<file path="config.mk">
export PLATFORM = sky130hd
export DESIGN_NAME = i2c_slave
export DESIGN_NICKNAME = d
export VERILOG_FILES = /design/src/rtl/i2c_pkg.sv /design/src/rtl/i2c_line_cond.sv /design/src/rtl/i2c_slave.sv
export SDC_FILE = /design/constraint.sdc
export NUM_CORES = 1
export LEC_CHECK = 0
export BUFFER_PORTS_ARGS = -buffer_cell sky130_fd_sc_hd__clkbuf_2
export CAP_MARGIN = 20
export CORE_ASPECT_RATIO = 0.6
export CORE_MARGIN = 3
export CORE_UTILIZATION = 51
export CTS_CLUSTER_SIZE = 16
export DETAILED_ROUTE_END_ITERATION = 8
export PLACE_DENSITY = 0.75
export SYNTH_ARGS = -nofsm -noshare
export SYNTH_HDL_FRONTEND = slang
export SYNTH_SLANG_ARGS = --single-unit
</file>
<file path="constraint.sdc">
create_clock -name clk -period 2.05 [get_ports clk]
set_clock_uncertainty 0.1 [all_clocks]
set_input_delay 0.41 -clock clk [delete_from_list [all_inputs] [get_ports clk]]
set_output_delay 0.41 -clock clk [all_outputs]
set_load 0.01 [all_outputs]
</file>
<file path="src/rtl/i2c_pkg.sv">
// Shared I2C definitions: target FSM states, R/W and ACK bit encodings.
// Latency: n/a (types and constants only).
// Backpressure: n/a.
package i2c_pkg;

    typedef enum logic [2:0] {
        IDLE,
        ADDR,
        ADDR_ACK,
        WR_DATA,
        WR_ACK,
        RD_DATA,
        RD_ACK,
        IGNORE
    } i2c_state_e;

    localparam logic I2C_RW_READ  = 1'b1;
    localparam logic I2C_RW_WRITE = 1'b0;
    localparam logic I2C_ACK      = 1'b0;
    localparam logic I2C_NACK     = 1'b1;

endpackage

</file>
<file path="src/rtl/i2c_line_cond.sv">
// SCL/SDA conditioning: synchroniser, optional glitch filter (I2C_SLAVE_GLITCH_FILTER_EN), edge/START/STOP detect.
// Latency: SYNC_STAGES+1 clk to an edge strobe, plus GLITCH_CYC clk when the filter is built in.
// Backpressure: none; strobes are single-cycle and must be consumed when asserted.
module i2c_line_cond #(
    parameter int SYNC_STAGES = 2,
    parameter int GLITCH_CYC  = 3
) (
    input  logic clk,
    input  logic rstn,
    input  logic scl_i,
    input  logic sda_i,
    output logic scl_rise,
    output logic scl_fall,
    output logic start_det,
    output logic stop_det,
    output logic sda_s
);

    logic [SYNC_STAGES-1:0] scl_sync_q;
    logic [SYNC_STAGES-1:0] sda_sync_q;
    logic                   scl_f;
    logic                   sda_f;
    logic                   scl_p_q;
    logic                   sda_p_q;

    // Synchronise both lines; reset to the idle (pulled-up) level.
    always_ff @(posedge clk or posedge rstn) begin
        if (rstn) begin
            scl_sync_q <= '1;
            sda_sync_q <= '1;
        end else begin
            scl_sync_q <= {scl_sync_q[SYNC_STAGES-2:0], scl_i};
            sda_sync_q <= {sda_sync_q[SYNC_STAGES-2:0], sda_i};
        end
    end

`ifdef I2C_SLAVE_GLITCH_FILTER_EN
    localparam int CW = $clog2(GLITCH_CYC + 1);

    logic [1:0]         raw;
    logic [1:0]         filt_q;
    logic [1:0][CW-1:0] cnt_q;

    assign raw = {scl_sync_q[SYNC_STAGES-1], sda_sync_q[SYNC_STAGES-1]};

    // Accept a new line level only after GLITCH_CYC consecutive differing samples.
    always_ff @(posedge clk or posedge rstn) begin
        if (rstn) begin
            filt_q <= '1;
            cnt_q  <= '0;
        end else begin
            for (int i = 0; i < 2; i++) begin
                if (raw[i] == filt_q[i]) begin
                    cnt_q[i] <= '0;
                end else if (cnt_q[i] == CW'(GLITCH_CYC - 1)) begin
                    filt_q[i] <= raw[i];
                    cnt_q[i]  <= '0;
                end else begin
                    cnt_q[i] <= cnt_q[i] + 1'b1;
                end
            end
        end
    end

    assign scl_f = filt_q[1];
    assign sda_f = filt_q[0];
`else
    logic unused_glitch_cyc;
    assign unused_glitch_cyc = ^GLITCH_CYC;
    assign scl_f = scl_sync_q[SYNC_STAGES-1];
    assign sda_f = sda_sync_q[SYNC_STAGES-1];
`endif

    // Previous conditioned sample for edge and condition detection.
    always_ff @(posedge clk or posedge rstn) begin
        if (rstn) begin
            scl_p_q <= 1'b1;
            sda_p_q <= 1'b1;
        end else begin
            scl_p_q <= scl_f;
            sda_p_q <= sda_f;
        end
    end

    // Conditions need SCL high in both samples; an SDA move across an SCL edge is data.
    assign scl_rise  = scl_f & ~scl_p_q;
    assign scl_fall  = ~scl_f & scl_p_q;
    assign start_det = scl_f & scl_p_q & sda_p_q & ~sda_f;
    assign stop_det  = scl_f & scl_p_q & ~sda_p_q & sda_f;
    assign sda_s     = sda_f;

endmodule

</file>
<file path="src/rtl/i2c_slave.sv">
// I2C target at SLV_ADDR: write bytes out on rx_valid, read bytes from tx_data (filter: I2C_SLAVE_GLITCH_FILTER_EN).
// Latency: SDA driven on the clk after a detected SCL fall; rx_valid 1 clk after the 8th data rise.
// Backpressure: none; tx_data must be valid whenever tx_req pulses, rx_valid is not held.
module i2c_slave
    import i2c_pkg::*;
#(
    parameter logic [6:0] SLV_ADDR    = 7'h50,
    parameter int         SYNC_STAGES = 2,
    parameter int         GLITCH_CYC  = 3
) (
    input  logic       clk,
    input  logic       rstn,
    input  logic       scl_i,
    input  logic       sda_i,
    output logic       sda_oe,
    output logic [7:0] rx_data,
    output logic       rx_valid,
    input  logic [7:0] tx_data,
    output logic       tx_req,
    output logic       busy,
    output logic       nack_seen
);

    logic       scl_rise, scl_fall, start_det, stop_det, sda_s;
    i2c_state_e state_q, state_d;
    logic [2:0] bit_cnt_q, bit_cnt_d;
    logic [7:0] shift_q, shift_d, shift_in;
    logic [7:0] rx_data_q, rx_data_d;
    logic       rw_q, rw_d;
    logic       sda_oe_q, sda_oe_d;
    logic       rx_valid_q, rx_valid_d;
    logic       busy_q, busy_d;
    logic       nack_q, nack_d;

    i2c_line_cond #(
        .SYNC_STAGES(SYNC_STAGES),
        .GLITCH_CYC (GLITCH_CYC)
    ) u_line_cond (
        .clk      (clk),
        .rstn     (rstn),
        .scl_i    (scl_i),
        .sda_i    (sda_i),
        .scl_rise (scl_rise),
        .scl_fall (scl_fall),
        .start_det(start_det),
        .stop_det (stop_det),
        .sda_s    (sda_s)
    );

    assign shift_in = {shift_q[6:0], sda_s};

    // Protocol FSM: bus conditions first, then SCL edges; SDA only moves after a fall.
    always_comb begin
        state_d    = state_q;
        bit_cnt_d  = bit_cnt_q;
        shift_d    = shift_q;
        rx_data_d  = rx_data_q;
        rw_d       = rw_q;
        sda_oe_d   = sda_oe_q;
        busy_d     = busy_q;
        rx_valid_d = 1'b0;
        nack_d     = 1'b0;
        tx_req     = 1'b0;
        if (start_det) begin
            state_d   = ADDR;
            bit_cnt_d = 3'd0;
            sda_oe_d  = 1'b0;
        end else if (stop_det) begin
            state_d   = IDLE;
            bit_cnt_d = 3'd0;
            sda_oe_d  = 1'b0;
            busy_d    = 1'b0;
        end else begin
            case (state_q)
                IDLE: ;
                ADDR: if (scl_rise) begin
                    shift_d   = shift_in;
                    bit_cnt_d = bit_cnt_q + 3'd1;
                    if (bit_cnt_q == 3'd7) begin
                        if (shift_in[7:1] == SLV_ADDR) begin
                            state_d = ADDR_ACK;
                            busy_d  = 1'b1;
                            rw_d    = shift_in[0];
                        end else begin
                            state_d = IGNORE;
                        end
                    end
                end
                ADDR_ACK: if (scl_fall) begin
                    sda_oe_d = 1'b1;
                    if (rw_q == I2C_RW_READ) begin
                        tx_req  = 1'b1;
                        shift_d = tx_data;
                    end
                end else if (scl_rise) begin
                    state_d = (rw_q == I2C_RW_READ) ? RD_DATA : WR_DATA;
                end
                WR_DATA: if (scl_fall) begin
                    sda_oe_d = 1'b0;
                end else if (scl_rise) begin
                    shift_d   = shift_in;
                    bit_cnt_d = bit_cnt_q + 3'd1;
                    if (bit_cnt_q == 3'd7) begin
                        rx_data_d  = shift_in;
                        rx_valid_d = 1'b1;
                        state_d    = WR_ACK;
                    end
                end
                WR_ACK: if (scl_fall) begin
                    sda_oe_d = 1'b1;
                end else if (scl_rise) begin
                    state_d = WR_DATA;
                end
                RD_DATA: if (scl_fall) begin
                    sda_oe_d = ~shift_q[7];
                end else if (scl_rise) begin
                    shift_d   = {shift_q[6:0], 1'b0};
                    bit_cnt_d = bit_cnt_q + 3'd1;
                    if (bit_cnt_q == 3'd7) begin
                        state_d = RD_ACK;
                    end
                end
                RD_ACK: if (scl_fall) begin
                    sda_oe_d = 1'b0;
                end else if (scl_rise) begin
                    if (sda_s == I2C_ACK) begin
                        tx_req  = 1'b1;
                        shift_d = tx_data;
                        state_d = RD_DATA;
                    end else begin
                        nack_d  = 1'b1;
                        state_d = IGNORE;
                    end
                end
                IGNORE: sda_oe_d = 1'b0;
                default: begin
                    state_d  = IDLE;
                    sda_oe_d = 1'b0;
                end
            endcase
        end
    end

    // State and datapath registers; reset releases SDA immediately.
    always_ff @(posedge clk or posedge rstn) begin
        if (rstn) begin
            state_q    <= IDLE;
            bit_cnt_q  <= 3'd0;
            shift_q    <= 8'h00;
            rx_data_q  <= 8'h00;
            rw_q       <= I2C_RW_WRITE;
            sda_oe_q   <= 1'b0;
            rx_valid_q <= 1'b0;
            busy_q     <= 1'b0;
            nack_q     <= 1'b0;
        end else begin
            state_q    <= state_d;
            bit_cnt_q  <= bit_cnt_d;
            shift_q    <= shift_d;
            rx_data_q  <= rx_data_d;
            rw_q       <= rw_d;
            sda_oe_q   <= sda_oe_d;
            rx_valid_q <= rx_valid_d;
            busy_q     <= busy_d;
            nack_q     <= nack_d;
        end
    end

    assign sda_oe    = sda_oe_q;
    assign rx_data   = rx_data_q;
    assign rx_valid  = rx_valid_q;
    assign busy      = busy_q;
    assign nack_seen = nack_q;

endmodule

</file>
==> impl_results.html <==
<table>
<tr><th>Metric</th><th>Value</th></tr>
<tr><th colspan="2">Run status</th></tr>
<tr><td>Outcome</td><td>finished, violations left</td></tr>
<tr><td>Violations in the final reports</td><td>setup timing</td></tr>
<tr><th colspan="2">CTS</th></tr>
<tr><td>Clock slew at reported path FFs</td><td>0.07 ns</td></tr>
<tr><td>Source-to-sink clock delay at the later pin of the worst-skew pair</td><td>0.29 ns</td></tr>
<tr><td>Number of buffers added by the clock tree synthesis step</td><td>5</td></tr>
<tr><td>Number of buffers on the longest clock path</td><td>2</td></tr>
<tr><td>Clock sink count</td><td>33</td></tr>
<tr><td>Htree depth</td><td>2</td></tr>
<tr><td>Clk root buf</td><td>sky130_fd_sc_hd__clkbuf_8</td></tr>
<tr><td>CTS Hold Bufs</td><td>0</td></tr>
<tr><td>CTS tree</td><td>done</td></tr>
<tr><th colspan="2">STA</th></tr>
<tr><td>Final critical-path share of the clock period</td><td>1.019</td></tr>
<tr><td>Relative slew margins</td><td>0.7112</td></tr>
<tr><td>RSZ-0062 raised after global routing</td><td>true</td></tr>
<tr><td>Worst Setup Slack, final</td><td>-0.03847 ns</td></tr>
<tr><td>Max frequency</td><td>478.8 MHz</td></tr>
<tr><td>Number of setup violations in the final report</td><td>9</td></tr>
<tr><td>Shortest clock period the worst path allows after layout</td><td>~2.1 ns</td></tr>
<tr><td>Endpoints failing hold</td><td>0</td></tr>
<tr><td>Final Max Slew Viols</td><td>0</td></tr>
<tr><td>Slew at the pin closest to its max-slew limit</td><td>0.4321 ns</td></tr>
<tr><th colspan="2">Logic synthesis</th></tr>
<tr><td>Post-Synthesis Cell Area</td><td>1785 um2</td></tr>
<tr><td>Synth Warn #</td><td>0</td></tr>
<tr><td>Gate Count Post-Synth</td><td>roughly 160</td></tr>
<tr><td>Top flip-flop cell by instance count after synthesis</td><td>sky130_fd_sc_hd__dfrtp_1</td></tr>
<tr><td>Library cell with the highest instance count after synthesis</td><td>sky130_fd_sc_hd__dfrtp_1</td></tr>
<tr><td>Leading area contributor after synthesis</td><td>sky130_fd_sc_hd__dfrtp_1</td></tr>
<tr><td>Post-synthesis sequential area ratio</td><td>0.4667</td></tr>
<tr><td>Synth cell types</td><td>39</td></tr>
<tr><td>Mapped Nets</td><td>between 150 and 200</td></tr>
<tr><td>Top cell types by occurrence after synthesis</td><td>sky130_fd_sc_hd__dfrtp_1, sky130_fd_sc_hd__nand2_1, sky130_fd_sc_hd__nor2_1</td></tr>
<tr><td>Yosys reg bits</td><td>33</td></tr>
<tr><td>Proportion of netlist area held by the largest area contributor</td><td>0.3784</td></tr>
<tr><td>Number of flops mapped to enable cells by yosys</td><td>0</td></tr>
<tr><td>Top area cells in the synthesized netlist</td><td>sky130_fd_sc_hd__dfrtp_1, sky130_fd_sc_hd__dfstp_2, sky130_fd_sc_hd__mux2_4</td></tr>
<tr><td>Proportion of synthesized flip-flops having asynchronous set or reset</td><td>1.000</td></tr>
<tr><td>Avg Cell Area, Syn</td><td>11.52 um2</td></tr>
<tr><th colspan="2">Global route</th></tr>
<tr><td>Total Routing Usage GR</td><td>0.2445</td></tr>
<tr><td>Vias in the first global route</td><td>roughly 1500</td></tr>
<tr><td>Global-route wire length before repair</td><td>~7.5 mm</td></tr>
<tr><td>Total congestion overflow</td><td>0</td></tr>
<tr><td>Maximum number of pins on one net before global-route repair</td><td>34</td></tr>
<tr><td>Antenna violations before repair</td><td>0</td></tr>
<tr><th colspan="2">Power and ir drop</th></tr>
<tr><td>Logic pwr share</td><td>0.538</td></tr>
<tr><td>Internal power summed over all cells</td><td>about 2100 uW</td></tr>
<tr><td>Clock share of power</td><td>0.177</td></tr>
<tr><td>Leak pwr</td><td>~0.0012 uW</td></tr>
<tr><td>Power dissipated by switching net loads</td><td>1287 uW</td></tr>
<tr><td>Total Power</td><td>3423 uW</td></tr>
<tr><td>Register share of total power</td><td>0.285</td></tr>
<tr><td>Areal power density over the cells</td><td>1447 nW/um2</td></tr>
<tr><td>VDD IR-drop max</td><td>786.5 uV</td></tr>
<tr><td>Switching share of power</td><td>0.3759</td></tr>
<tr><th colspan="2">Floorplanning</th></tr>
<tr><td>Number of placed I/O pins</td><td>25</td></tr>
<tr><td>Floorplan die width</td><td>between 80 and 90 um</td></tr>
<tr><td>Die extent in y</td><td>51.83 um</td></tr>
<tr><td>Number of rows created at floorplan</td><td>15</td></tr>
<tr><td>DIE AREA</td><td>4270 um2</td></tr>
<tr><td>Initial cell density of the core</td><td>0.5766</td></tr>
<tr><td>Core ar.</td><td>between 3000 and 4000 um2</td></tr>
<tr><th colspan="2">Detailed routing</th></tr>
<tr><td>Via count of the routed design</td><td>1487</td></tr>
<tr><td>Iteration-0 DRC count of the detailed router</td><td>146</td></tr>
<tr><td>Antenna Nets Post-Route</td><td>0</td></tr>
<tr><td>WL/cell</td><td>18.67 um</td></tr>
<tr><td>Total Wirelength</td><td>roughly 4.7 mm</td></tr>
<tr><td>DRC errors left</td><td>0</td></tr>
<tr><td>Number of vias per cell</td><td>slightly below 6</td></tr>
<tr><td>Drt first pass iters</td><td>4</td></tr>
<tr><th colspan="2">Hold path</th></tr>
<tr><td>Class of the tightest hold or removal check</td><td>primary input to async pin</td></tr>
<tr><th colspan="2">Placed design</th></tr>
<tr><td>Placed Cells</td><td>234</td></tr>
<tr><td>Post-detail-place hpwl</td><td>3.160 mm</td></tr>
<tr><td>Pre-CTS setup slack</td><td>-0.1312 ns</td></tr>
<tr><td>Buffers on Ports</td><td>24</td></tr>
<tr><td>Placer Congestion</td><td>0.9210</td></tr>
<tr><th colspan="2">Worst setup path</th></tr>
<tr><td>Critical R2R Launch</td><td>state_q[0]</td></tr>
<tr><td>Reg2Reg Capture Point</td><td>shift_q[7]</td></tr>
<tr><td>FF-to-FF setup slack</td><td>-0.04 ns</td></tr>
<tr><td>Critical path required time</td><td>approximately 2.1 ns</td></tr>
<tr><td>Nature of the critical path startpoint</td><td>register</td></tr>
<tr><td>Peak fanout along the critical path</td><td>8</td></tr>
<tr><td>Critical path data arrival time</td><td>roughly 2.2 ns</td></tr>
<tr><td>Crit Path Class</td><td>register to register</td></tr>
<tr><td>Critical path endpoint category</td><td>register</td></tr>
<tr><td>Depth of the worst register-to-register path</td><td>8</td></tr>
<tr><th colspan="2">Final layout</th></tr>
<tr><td>Area growth from synthesis to layout</td><td>32.45%</td></tr>
<tr><td>Layout cell share with drive strength beyond 1</td><td>0.5286</td></tr>
<tr><td>Non-filler cells, final</td><td>~250</td></tr>
<tr><td>Count of antenna diodes in the layout</td><td>0</td></tr>
<tr><td>Net count reported at finish</td><td>~230</td></tr>
<tr><th colspan="2">Job</th></tr>
<tr><td>Number of violations of the max-capacitance limit</td><td>0</td></tr>
</table>
## cell families after synthesis
family	synth area share
simple gates	0.1219
compound gates	0.1605
xor+xnor	0.009112
buf+inv	0.03784
flops	0.4667
mux	0.1549
fa+ha+maj	0.04905
## layer usage
layer / global-route usage / wire (um) / vias up
met5: 0 / 0 / -
li1: - / - / 662
met2: 0.3763 / 2055 / 96
met3: 0.07266 / 451 / 18
met4: 0.06906 / 115 / 0
met1: 0.3333 / 2083 / 711
## area by class of cell
| cell class | instances | area (um2) |
|---|---|---|
| tap | 42 | 52.55 |
| sequential | 33 | 837.1 |
| fill | 204 | 732.0 |
| clock inverter | 2 | 35.03 |
| inverter | 7 | 28.78 |
| timing repair buffer | 53 | 350.3 |
| clock buffer | 6 | 72.57 |
| multi-input combinational | 109 | 988.4 |
## critical path: stages, from the launching register on
cell and delay, ns:
sky130_fd_sc_hd__dfrtp_2 0.47, sky130_fd_sc_hd__inv_4 0.07, sky130_fd_sc_hd__ha_4 0.21, sky130_fd_sc_hd__nand2_4 0.09, sky130_fd_sc_hd__a21oi_2 0.07, sky130_fd_sc_hd__a2111oi_4 0.40
sky130_fd_sc_hd__o21ai_4 0.11, sky130_fd_sc_hd__buf_12 0.16, sky130_fd_sc_hd__mux2_4 0.30
## through the flow
step | TNS [ns] | area [um2] | hold slack [ns] | utilization
after global placement | -0.4487 | 2066 | 0.2462 | 0.6671
after CTS | 0 | 2275 | 0.08424 | 0.7345
after detailed placement | -0.9901 | 2066 | 0.2468 | 0.6671
final | -0.2256 | 2365 | 0.07201 | 0.7636
after global routing | -0.5209 | 2365 | 0.1021 | 0.7636
after floorplan | 0 | 1794 | 0.2452 | -
## state kept, by name (all words and copies together), names as in the netlist
register and flops:
rx_valid 1, u_line_cond.sda_sync_q 2, u_line_cond.sda_p_q 1, busy 1
state_q 3, nack_seen 1, u_line_cond.scl_p_q 1, u_line_cond.scl_sync_q 2
shift_q 8, rw_q 1, sda_oe 1, rx_data 8
bit_cnt_q 3
## power by group through the flow
stage / Combinational (uW) / Sequential (uW) / Clock, uW
CTS: 1630 / 963 / 611
detailed placement: 1440 / 992 / 0
global route: 1960 / 995 / 637
floorplan: 1050 / 923 / 0
global placement: 1390 / 974 / 0
finish: 1840 / 975 / 607
## how the worst max path moves through the flow
stage	to	from	slack [ns]
6_report	shift_q[7]	state_q[0]	-0.04
5_1_grt	shift_q[7]	state_q[0]	-0.07
4_1_cts	shift_q[3]	state_q[0]	0.004
3_5_place_dp	shift_q[3]	state_q[0]	-0.13
3_3_place_gp	shift_q[5]	state_q[0]	-0.06
2_1_floorplan	shift_q[0]	state_q[0]	0.004
## layout by cell type, fill, tap and decap left out, types with 5 or more instances in the layout
cell type / count
sky130_fd_sc_hd__clkbuf_2: 23
sky130_fd_sc_hd__dfrtp_1: 24
sky130_fd_sc_hd__buf_4: 28
sky130_fd_sc_hd__inv_1: 5
sky130_fd_sc_hd__a22o_1: 9
sky130_fd_sc_hd__nor2_1: 12
sky130_fd_sc_hd__mux2_4: 9
sky130_fd_sc_hd__nand2_1: 13
sky130_fd_sc_hd__mux2_2: 9
sky130_fd_sc_hd__clkbuf_8: 5
sky130_fd_sc_hd__dfstp_2: 6
## repair_timing
| item | 4_1_cts | 5_1_grt |
|---|---|---|
| gates resized for setup | 13 | 12 |
| setup endpoints to repair | 13 | 14 |
| hold endpoints to repair | 0 | 0 |
| buffers inserted | 5 | 5 |
| pin swaps | 2 | 2 |
Note: power is estimated with default switching activity, not from simulation.
